`src/rtl/instr_prefetch_unit.sv`:
```
`default_nettype none
// +--------------------------------------------------------------------------+
// | instr_prefetch_unit                                                      |
// | Pipelined instruction prefetcher: up to DEPTH outstanding memory reads,   |
// | DEPTH-entry {instr, pc} FIFO towards decode, single redirect port.        |
// | Optional: PREFETCH_PERF_CNT_EN adds oFetchCount / oStallCount.            |
// | Rev 1.0                                                                  |
// +--------------------------------------------------------------------------+
module instr_prefetch_unit #(
  parameter int                ADDR_W   = 32,
  parameter int                DATA_W   = 32,
  parameter int                DEPTH    = 4,
  parameter logic [ADDR_W-1:0] RESET_PC = '0
) (
  input  logic              iClk,
  input  logic              iRst_n,
  output logic [ADDR_W-1:0] oInstrMemAddress,
  output logic              oInstrMemValid,
  input  logic              iInstrMemReady,
  input  logic [DATA_W-1:0] iInstrMemData,
  input  logic              iInstrMemRespValid,
  input  logic              iRedirect,
  input  logic [ADDR_W-1:0] iRedirectAddr,
  input  logic              iHalt,
  output logic [DATA_W-1:0] oInstruction,
  output logic [ADDR_W-1:0] oPC,
  output logic [ADDR_W-1:0] oNextPC,
  output logic              oValid,
  input  logic              iReady
`ifdef PREFETCH_PERF_CNT_EN
  ,
  output logic [31:0]       oFetchCount,
  output logic [31:0]       oStallCount
`endif
);

  localparam int                PTR_W   = $clog2(DEPTH);
  localparam int                CNT_W   = PTR_W + 1;
  localparam int unsigned       DEPTH_U = DEPTH;
  localparam logic [CNT_W:0]    DEPTH_V = DEPTH_U[CNT_W:0];

  typedef enum logic [0:0] {
    RUN  = 1'b0,
    HALT = 1'b1
  } state_t;

  state_t            rState, wStateNext;
  logic [ADDR_W-1:0] rFetchPC;
  logic [DATA_W-1:0] rDataMem [DEPTH];
  logic [ADDR_W-1:0] rAddrMem [DEPTH];
  logic [PTR_W-1:0]  rWrPtr, rRdPtr;
  logic [CNT_W-1:0]  rCount, rOutstanding, rDropCnt;
  logic [CNT_W:0]    wInUse;
  logic [CNT_W-1:0]  wOutNext;
  logic              wHasCredit, wAccept, wDeq, wEnq, wDrop;

  // Credit covers buffered words plus every response still owed, dropped ones included
  assign wInUse     = {1'b0, rCount} + {1'b0, rOutstanding};
  assign wHasCredit = wInUse < DEPTH_V;
  assign wAccept    = oInstrMemValid & iInstrMemReady;
  assign oValid     = (rCount != '0);
  assign wDeq       = oValid & iReady;
  assign wEnq       = iInstrMemRespValid & ~iRedirect & (rDropCnt == '0);
  assign wDrop      = iInstrMemRespValid & ~iRedirect & (rDropCnt != '0);
  assign wOutNext   = rOutstanding + CNT_W'(wAccept) - CNT_W'(iInstrMemRespValid);

  assign oInstrMemAddress = rFetchPC;
  assign oInstruction     = rDataMem[rRdPtr];
  assign oPC              = rAddrMem[rRdPtr];
  assign oNextPC          = rAddrMem[rRdPtr] + ADDR_W'(1);

  always_ff @(posedge iClk or negedge iRst_n) begin
    if (!iRst_n) rState <= RUN;
    else         rState <= wStateNext;
  end

  always_comb begin
    wStateNext     = rState;
    oInstrMemValid = 1'b0;
    case (rState)
      RUN: begin
        if (iHalt) wStateNext = HALT;
        else       oInstrMemValid = iRst_n & ~iRedirect & wHasCredit;
      end
      HALT:    if (!iHalt) wStateNext = RUN;
      default: wStateNext = RUN;
    endcase
  end

  always_ff @(posedge iClk or negedge iRst_n) begin
    if (!iRst_n) begin
      rFetchPC     <= RESET_PC;
      rOutstanding <= '0;
      rDropCnt     <= '0;
    end else begin
      rOutstanding <= wOutNext;
      if (iRedirect) begin
        rFetchPC <= iRedirectAddr;
        rDropCnt <= wOutNext;
      end else begin
        if (wAccept) rFetchPC <= rFetchPC + ADDR_W'(1);
        if (wDrop)   rDropCnt <= rDropCnt - CNT_W'(1);
      end
    end
  end

  always_ff @(posedge iClk or negedge iRst_n) begin
    if (!iRst_n) begin
      rWrPtr <= '0;
      rRdPtr <= '0;
      rCount <= '0;
      for (int i = 0; i < DEPTH; i++) begin
        rDataMem[i] <= '0;
        rAddrMem[i] <= '0;
      end
    end else if (iRedirect) begin
      rRdPtr <= rWrPtr;
      rCount <= '0;
    end else begin
      if (wEnq) begin
        rDataMem[rWrPtr] <= iInstrMemData;
        rAddrMem[rWrPtr] <= rFetchPC - ADDR_W'(rOutstanding - rDropCnt);
        rWrPtr           <= rWrPtr + PTR_W'(1);
      end
      if (wDeq) rRdPtr <= rRdPtr + PTR_W'(1);
      rCount <= rCount + CNT_W'(wEnq) - CNT_W'(wDeq);
    end
  end

`ifdef PREFETCH_PERF_CNT_EN
  logic [31:0] rFetchCount, rStallCount;

  always_ff @(posedge iClk or negedge iRst_n) begin
    if (!iRst_n) begin
      rFetchCount <= '0;
      rStallCount <= '0;
    end else begin
      if (wDeq && rFetchCount != '1)               rFetchCount <= rFetchCount + 32'd1;
      if (iReady && !oValid && rStallCount != '1) rStallCount <= rStallCount + 32'd1;
    end
  end

  assign oFetchCount = rFetchCount;
  assign oStallCount = rStallCount;
`endif

endmodule
`default_nettype wire

```
`config.mk`:
```
export PLATFORM = sky130hd
export DESIGN_NAME = instr_prefetch_unit
export DESIGN_NICKNAME = d
export VERILOG_FILES = /design/src/rtl/instr_prefetch_unit.sv
export SDC_FILE = /design/constraint.sdc
export NUM_CORES = 1
export LEC_CHECK = 0
export ABC_CLOCK_PERIOD_IN_PS = 4560
export CORE_ASPECT_RATIO = 0.7
export CORE_UTILIZATION = 50
export DETAILED_ROUTE_END_ITERATION = 16
export PLACE_DENSITY = 0.82
export SLEW_MARGIN = 20
export SYNTH_ARGS = -nofsm -noshare
export SYNTH_HDL_FRONTEND = slang
export SYNTH_SLANG_ARGS = --single-unit
export TNS_END_PERCENT = 30
```
`constraint.sdc`:
```
create_clock -name iClk -period 4.56 [get_ports iClk]
set_clock_uncertainty 0.2 [all_clocks]
set_input_delay 0.684 -clock iClk [delete_from_list [all_inputs] [get_ports iClk]]
set_output_delay 0.684 -clock iClk [all_outputs]
set_load 0.02 [all_outputs]
```
==> flow_metrics.env <==
export IMPL_fin_ws_ps=180
export IMPL_finalCriticalPeriod_ps=4380
export IMPL_start_kind="register"
export IMPL_cts_made_buffers=29
export IMPL_worst_r2r_endpoint="rAddrMem[53]"
export IMPL_synth_area_mm2=0.0165
export IMPL_hp_class="reg -> reg"
export IMPL_num_rows=55
export IMPL_clkLatencyLatePin_ps=570
export IMPL_postRouteAntennaNets=0
export IMPL_setup_viol=0
export IMPL_synthAdderAreaFrac_pct=4.36
export IMPL_synth_compound_area_share_pct=8.78
export IMPL_intPower_mw=9.67
export IMPL_synth_avg_cell_area_um2=9.28
export IMPL_power_density_mw_per_mm2=891
export IMPL_cp_common_cell="and3_4"
export IMPL_ys_types=66
export IMPL_worstMarginPinSlew_ps=939
export IMPL_holdCritStartpoint="rDataMem[62]"
export IMPL_drc=0
export IMPL_place_hpwl_um=32600
export IMPL_p_comb_share_pct=60.6
export IMPL_synth_top_cell_by_area="dfrtp_1"
export IMPL_final_max_slew_violation_count=0
export IMPL_htreeDepth=1
export IMPL_maxCapViolations=0
export IMPL_status="completed"
export IMPL_synth_net_count=1903
export IMPL_synth_xor_area_share_pct=4.20
export IMPL_totalWireLength_um=46900
export IMPL_synth_top_area_share_pct=45.8
export IMPL_chipWidth_um=219
export IMPL_vias=14200
export IMPL_instances_no_fill=2402
export IMPL_yosys_most_used_dff="dfrtp_1"
export IMPL_clock_power_share_pct=14.7
export IMPL_dieHeight_um=154
export IMPL_diodes=0
export IMPL_slew_headroom_pct=37.4
export IMPL_syn2layout_area_growth_pct=21.7
export IMPL_synth_simple_gate_area_share_pct=22.7
export IMPL_dpl_cell_count=2346
export IMPL_slowest_delay_ps=550
export IMPL_switching_share_pct=45.9
export IMPL_r2r_cells=14
export IMPL_nets=2081
export IMPL_seq_power_share_pct=24.7
export IMPL_grt_pass1_wl_um=75900
export IMPL_critPathRequiredTime_ps=3680
export IMPL_yosysSeqAreaShare_pct=45.8
export IMPL_syn_inst=1777
export IMPL_tns_ps=0
export IMPL_worstReg2RegStart="rOutstanding[1]"
export IMPL_rsz0062_at_grt="false"
export IMPL_clockBufferDepth=3
export IMPL_numClockSinks=302
export IMPL_synthMuxAreaShare_pct=11.0
export IMPL_min_period_over_period_pct=96.1
export IMPL_min_to="rDataMem[62]"
export IMPL_hold_viol_final=0
export IMPL_start_util_pct=50.9
export IMPL_synth_top_family_by_area="simple AND/OR/NAND/NOR gates"
export IMPL_ioPinCount=201
export IMPL_ys_warn_count=0
export IMPL_reg2reg_slack_ps=410
export IMPL_gp_congestion=0.925
export IMPL_ys_top_cells_by_area="dfrtp_1 (46%), nand2_1 (15%), mux4_2 (7.8%)"
export IMPL_grt_util_all_layers_pct=28.3
export IMPL_cellLeakagePower_nw=9.65
export IMPL_async_reset_ff_share_pct=100
export IMPL_p_switching_mw=8.20
export IMPL_synth_edff_count=0
export IMPL_critPathArrivalTime_ps=3500
export IMPL_grt_overflow_total=0
export IMPL_yosys_register_bits=302
export IMPL_fmax_mhz=228
export IMPL_worst_setup_path_end_kind="primary output"
export IMPL_dpl_worst_slack_ps=340
export IMPL_grt_pass1_vias=14200
export IMPL_drtPass1Iterations=6
export IMPL_core_area_mm2=0.0324
export IMPL_io_buffers=200
export IMPL_layout_drive_gt1_share_pct=10.4
export IMPL_worst_hold_path_num_cells=2
export IMPL_slowest_stage="dfrtp_4"
export IMPL_crit_fanout=8
export IMPL_wl_per_cell_um=19.5
export IMPL_cts_root_buf="clkbuf_16"
export IMPL_critical_path_class="reg -> out"
export IMPL_drt_iter0_markers=1606
export IMPL_tritoncts="built"
export IMPL_viasPerCell=5.89
export IMPL_vdd_drop_max_uv=592
export IMPL_grt_max_degree=169
export IMPL_clk_pin_slew_ps=70
export IMPL_antenna_found_initial=0
export IMPL_cp_cell_sequence="buf_4 > mux4_2 > and3_4 > and3_4 > and3_4 > and4_2 > and4_4 > nand3_1 > xnor2_1 > dlygate4sd2_1"
export IMPL_die_area_mm2=0.0337
[registers in the layout, summed over array words and instances, names as in the netlist]
| signal | cells |
|---|---|
| rOutstanding | 3 |
| rAddrMem | 128 |
| rCount | 3 |
| rWrPtr | 2 |
| rRdPtr | 2 |
| oInstrMemAddress | 32 |
| rDropCnt | 3 |
| rDataMem | 128 |
| rState | 1 |
[stage by stage]
stage	cell area [um2]	utilization [%]	hold slack [ps]	power, mW
floorplan	16500	-	188	11.0
global placement	19000	58.5	250	14.7
detailed placement	19000	58.5	259	15.0
CTS	20000	61.8	275	17.7
global route	20100	61.9	298	19.0
finish	20100	61.9	272	17.9
[layout make-up]
class / count / area, um2
Clock buffer: 38 / 790
Sequential cell: 302 / 7560
Clock inverter: 13 / 244
Inverter: 24 / 90.1
Timing Repair Buffer: 248 / 2410
Tap cell: 427 / 534
Multi-Input combinational cell: 1350 / 8440
Fill cell: 2537 / 12300
[cells in the final DEF (no fill, tap or decap), drive strengths merged, types with 26 or more instances in the layout]
cell	n
nand2	666
clkdlybuf4s50	180
mux4	64
xor2	28
buf	49
xnor2	51
mux2	27
a21oi	31
dfrtp	302
nor2	65
a21o	28
ha	51
o21ai	86
clkbuf	38
nand3	48
inv	26
[power by group through the flow]
stage	Clock (mW)	Sequential (mW)	Combinational (mW)
2_1_floorplan	0	4.19	6.84
3_3_place_gp	0	4.38	10.3
3_5_place_dp	0	4.43	10.6
4_1_cts	2.66	4.39	10.7
5_1_grt	2.78	4.51	11.7
6_report	2.64	4.41	10.8
[synth_stat cells, drive strengths merged, types with 5 or more instances]
library cell  count
a211oi            8
a21o             28
a21oi            31
a31oi             8
and2             14
and3             25
and4              8
buf              36
clkbuf           65
dfrtp           302
ha               51
inv              24
mux2             27
mux2i             5
mux4             64
nand2           666
nand3            48
nand4            20
nor2             65
nor3             24
o21a              6
o21ai            86
o21bai            5
o31ai             6
xnor2            51
xor2             28
[logic make-up (layout without fill, tap and decap cells)]
kind of cell	Yosys count	count (layout)
XOR/XNOR	79	79
buffers and inverters	125	323
flip-flops	302	302
AND/OR/NAND/NOR	895	895
multiplexers	96	96
AO/OA/AOI/OAI	225	225
adder cells (fa/ha/maj)	55	55
[repair_timing]
action,4_1_cts,5_1_grt
endpoints found under the setup margin,14,9
buffers inserted,4,0
gates resized for setup,13,9
hold buffers,1,0
endpoints found under the hold margin,48,0
[critical path: cells and delay by family (launching register included)]
kind          cells  cell delay (ps)
xor+xnor          1              180
buf+inv           2              520
flops             1              550
mux               1              360
simple gates      6             1320
[metal layers]
metal	wire length, um	GRT usage [%]	up-vias
li1	-	-	6415
met1	20500	40.6	7003
met2	21100	44.0	663
met3	4370	5.91	76
met4	913	6.71	0
met5	0	0	-
[how the worst max path moves through the flow]
stage / cells past startpoint / start / to
after detailed placement: 8 / rRdPtr[0] / oNextPC[31]
after global placement: 8 / rRdPtr[0] / oNextPC[31]
after floorplan: 13 / rOutstanding[1] / rAddrMem[27]
after CTS: 9 / rRdPtr[0] / oNextPC[13]
after global routing: 9 / rRdPtr[0] / oNextPC[31]
final: 10 / rRdPtr[0] / oNextPC[31]
Power figures use the tool's default switching activity.
==> patch 1: new RTL, same flow settings <==
Set the parameter `DEPTH` to 2 (it was 4).
--- a/src/rtl/instr_prefetch_unit.sv
+++ b/src/rtl/instr_prefetch_unit.sv
@@ -9,7 +9,7 @@
 module instr_prefetch_unit #(
   parameter int                ADDR_W   = 32,
   parameter int                DATA_W   = 32,
-  parameter int                DEPTH    = 4,
+  parameter int                DEPTH    = 2,
   parameter logic [ADDR_W-1:0] RESET_PC = '0
 ) (
   input  logic              iClk,
Formal check against the unedited RTL: not equivalent (a bounded check fails within 4 cycles, from zero or initial values and one cycle with iRst_n low).
==> patch 1 against the original RTL <==
Design area shrank 35%. Register-to-register slack better by 0.02 ns. Area after synthesis down 38%. First-iteration DRC count shrank 52%. Highest routed layer unchanged. Die area down 38%. Power is 42% lower. Largest power group unchanged. Sequential cell count is 133 lower. Combinational power shrank 41%. Fmax shrank 1.2%. Routed wire length down 41%. Setup slack lost 0.054 ns.
==> patch 1: results (changes against the original RTL) <==
INFO  metric place_inst = 1607 (-32%)
INFO  metric number_of_distinct_library_cells_after_synthesis = 73 (+11%)
INFO  metric pin_count_of_the_biggest_net_entering_global_routing = 86 (-49%)
INFO  metric crit_slowest_cell = clkdlybuf4s50_1
INFO  metric first_global_vias = 8576 (-39%)
INFO  metric grt_first_pass_wirelength = 44.9 mm (-41%)
INFO  metric dpl_worst_slack = 0.239 ns (-0.101 ns)
INFO  metric synth.yosys.seq_area_share = 0.417 (-0.0417)
INFO  metric status = completed
INFO  metric leakagePower = 6.02 nW (-38%)
INFO  metric power.ir.vdd_worst = 0.414 mV (-30%)
INFO  metric finalNetCount = 1475 (-29%)
INFO  metric reg2reg_depth = 13 (-1)
INFO  metric synthMuxAreaShare = 0.0655 (-0.0450)
INFO  metric syn_avg_cell_area = 8.71 um2 (-6.2%)
INFO  metric hold_path_end = rAddrMem[54]
INFO  metric rr_startpoint = rOutstanding[0]
INFO  metric post_drt_via_cell_ratio = 5.52 (-6.3%)
INFO  metric post_synth_most_frequent_cells = 325 x nand2_1, 169 x dfrtp_1, 86 x o21ai_0, 52 x xnor2_1, 48 x nor2_1
INFO  metric cts-buffers-inserted = 17 (-41%)
INFO  metric global_route.usage.total = 0.276 (-0.00655)
INFO  metric worstPathMaxFanout = 17 (+9)
INFO  metric tightest_slew = 0.959 ns (+0.0193 ns)
INFO  metric cts_buffer_depth = 2 (-1)
INFO  metric power.net_switching = 0.00479 W (-42%)
==> patch 1: final cells by class <==
| class | count | area [um2] |
|---|---|---|
| sequential | 169 | 4230 |
| fill | 1551 | 6770 |
| timing repair buffer | 223 | 2200 |
| clock inverter | 15 | 171 |
| multi-input combinational | 909 | 5570 |
| inverter | 38 | 143 |
| clock buffer | 17 | 425 |
| tap | 270 | 338 |
==> patch 1: what timing repair did <==
action                                  in CTS  in global routing
resized for setup                            2                  7
hold endpoints to repair                     8                  0
hold buffers                                 1                  0
cloned                                       0                  0
buffers inserted                             1                  0
endpoints found under the setup margin       6                  7
==> patch 1: through the flow <==
step | power [W] | TNS (ns) | instance area (um2)
after global placement | 0.00869 | 0 | 12400
after global routing | 0.0111 | -0.0560 | 13100
after detailed placement | 0.00883 | 0 | 12400
final | 0.0104 | 0 | 13100
after floorplan | 0.00651 | 0 | 10200
after CTS | 0.0103 | 0 | 13100
==> patch 2: new RTL, same flow settings <==
Made on the original files. The option `PREFETCH_PERF_CNT_EN` is turned on by a define.
--- a/src/rtl/instr_prefetch_unit.sv
+++ b/src/rtl/instr_prefetch_unit.sv
@@ -6,6 +6,8 @@
 // | Optional: PREFETCH_PERF_CNT_EN adds oFetchCount / oStallCount.            |
 // | Rev 1.0                                                                  |
 // +--------------------------------------------------------------------------+
+`define PREFETCH_PERF_CNT_EN
+
 module instr_prefetch_unit #(
   parameter int                ADDR_W   = 32,
   parameter int                DATA_W   = 32,
Function (old outputs only; new: oFetchCount and oStallCount): no difference found for any inputs over 4 cycles, from zero or initial values and one cycle with iRst_n low; that may be too few to reach the edited logic, so the function may still have changed.
==> patch 2 against the original RTL <==
Sequential power is 16% higher. Routed wire length is 16% higher. Area after synthesis up 17%. Setup slack worse by 0.065 ns. Design area up 18%. Power is 4.2% higher. Cell count grew 15%. Sequential cell count is 64 higher. Critical path type unchanged.
==> patch 2: results (changes against the original RTL) <==
INFO  metric status = completed
INFO  metric synth.yosys.seq_area_share = 0.477 (+0.0183)
INFO  metric mappedNetlistNets = 2118 (+11%)
INFO  metric critical_path.endpoint = oNextPC[16]
INFO  metric post_synth_most_frequent_cells = 654 x nand2_1, 366 x dfrtp_1, 92 x o21ai_0, 88 x xnor2_1, 78 x clkbuf_1
INFO  metric global_route.usage.total = 0.278 (-0.00505)
INFO  metric worstPathMaxFanout = 13 (+5)
INFO  metric grt_first_pass_wirelength = 87.4 mm (+15%)
INFO  metric reg2reg_to = rAddrMem[95]
INFO  metric postPlaceCellArea = 22400 um2 (+18%)
INFO  metric cpPeakStageDelay = 0.67 ns (+0.12 ns)
INFO  metric dp.final_hpwl = 37.1 mm (+14%)
INFO  metric power.ir.vdd_worst = 0.419 mV (-29%)
INFO  metric worst-r2r-setup-slack = 0.22 ns (-0.19 ns)
INFO  metric pin_count_of_the_biggest_net_entering_global_routing = 162 (-4.1%)
INFO  metric synth_top_flop_cell = dfrtp_1
INFO  metric global_route.usage.met2 = 0.446 (+0.00533)
INFO  metric io_buffer_count = 264 (+32%)
INFO  metric grt.met3_usage = 0.0542 (-0.00496)
INFO  metric worst_skew_pair.late_latency = 0.55 ns (-0.02 ns)
INFO  metric reg2reg_depth = 13 (-1)
INFO  metric groute.layer.met1.usage = 0.367 (-0.0390)
INFO  metric layout-drive-gt1-share = 0.102 (-0.00280)
INFO  metric antenna_violations_before_repair = 0 (unchanged)
INFO  metric dr.first_iter.drc_count = 1487 (-7.4%)
INFO  metric finalNetCount = 2368 (+14%)
INFO  metric cts-buffers-inserted = 37 (+28%)
INFO  metric first_global_vias = 16400 (+16%)
INFO  metric fmax = 0.225 GHz (-1.5%)
INFO  metric leakagePower = 10.8 nW (+12%)
INFO  metric crit_family = buffers and inverters
INFO  metric rr_startpoint = rDropCnt[1]
INFO  metric arrival = 3.56 ns (+0.06 ns)
INFO  metric synth.top_cells.by_area = dfrtp_1 48%, nand2_1 13%, mux4_2 7.5%
INFO  metric tightest_slew = 0.941 ns (+0.00134 ns)
## patch 2: cell type report
cell class | instances | area (um2)
inverter | 42 | 158
clock inverter | 9 | 56.3
tap | 488 | 611
clock buffer | 55 | 1060
timing repair buffer | 304 | 3010
fill | 2998 | 13900
sequential | 366 | 9170
multi-input combinational | 1490 | 9540
## patch 2: cell families (layout without fill, tap and decap cells)
logic type | after synthesis | count (layout) | synth area share
simple gates | 946 | 946 | 0.215
flops | 366 | 366 | 0.477
compound gates | 248 | 248 | 0.0811
buf+inv | 135 | 410 | 0.0284
xor+xnor | 130 | 130 | 0.0592
mux | 110 | 110 | 0.102
fa+ha+maj | 56 | 56 | 0.0380
## patch 2: repair_timing
action | CTS | global route
cloned | 0 | 0
endpoints found under the hold margin | 44 | 0
setup endpoints to repair | 14 | 18
pin swaps | 0 | 1
hold buffers | 1 | 0
gates resized for setup | 5 | 7
setup buffers | 4 | 5
## patch 2: how the worst min path moves through the flow
| stage | slack (ns) | end |
|---|---|---|
| 3_3_place_gp | 0.25 | rDataMem[126] |
| 6_report | 0.27 | rDataMem[11] |
| 5_1_grt | 0.29 | rDataMem[8] |
| 3_5_place_dp | 0.26 | rDataMem[9] |
| 2_1_floorplan | 0.19 | oFetchCount[0] |
| 4_1_cts | 0.27 | rDataMem[9] |
## patch 2: power breakdown
| part | internal (W) | switching [W] |
|---|---|---|
| Sequential | 0.00435 | 0.000766 |
| Clock | 0.00162 | 0.00126 |
| Combinational | 0.00435 | 0.00628 |
## patch 2: tightest hold or removal path, stage by stage (launching register included)
cell and delay (ns):
dfrtp_1 0.34, nand2_1 0.05, nand2_1 0.05
## patch 2: layer usage
layer | wire length (um) | up-vias
met1 | 22400 | 8100
met4 | 2480 | 0
met2 | 25200 | 640
met3 | 4120 | 131
met5 | 0 | -
li1 | - | 7336
## patch 2: metrics by stage
stage	setup TNS, ns	hold slack, ns	utilization	power (W)	cells
6_report	0	0.269	0.630	0.0186	2754
5_1_grt	-0.00887	0.287	0.630	0.0197	2754
4_1_cts	0	0.273	0.627	0.0185	2749
3_5_place_dp	0	0.257	0.596	0.0155	2680
3_3_place_gp	0	0.253	0.596	0.0151	2680
2_1_floorplan	0	0.188	-	0.0117	1991
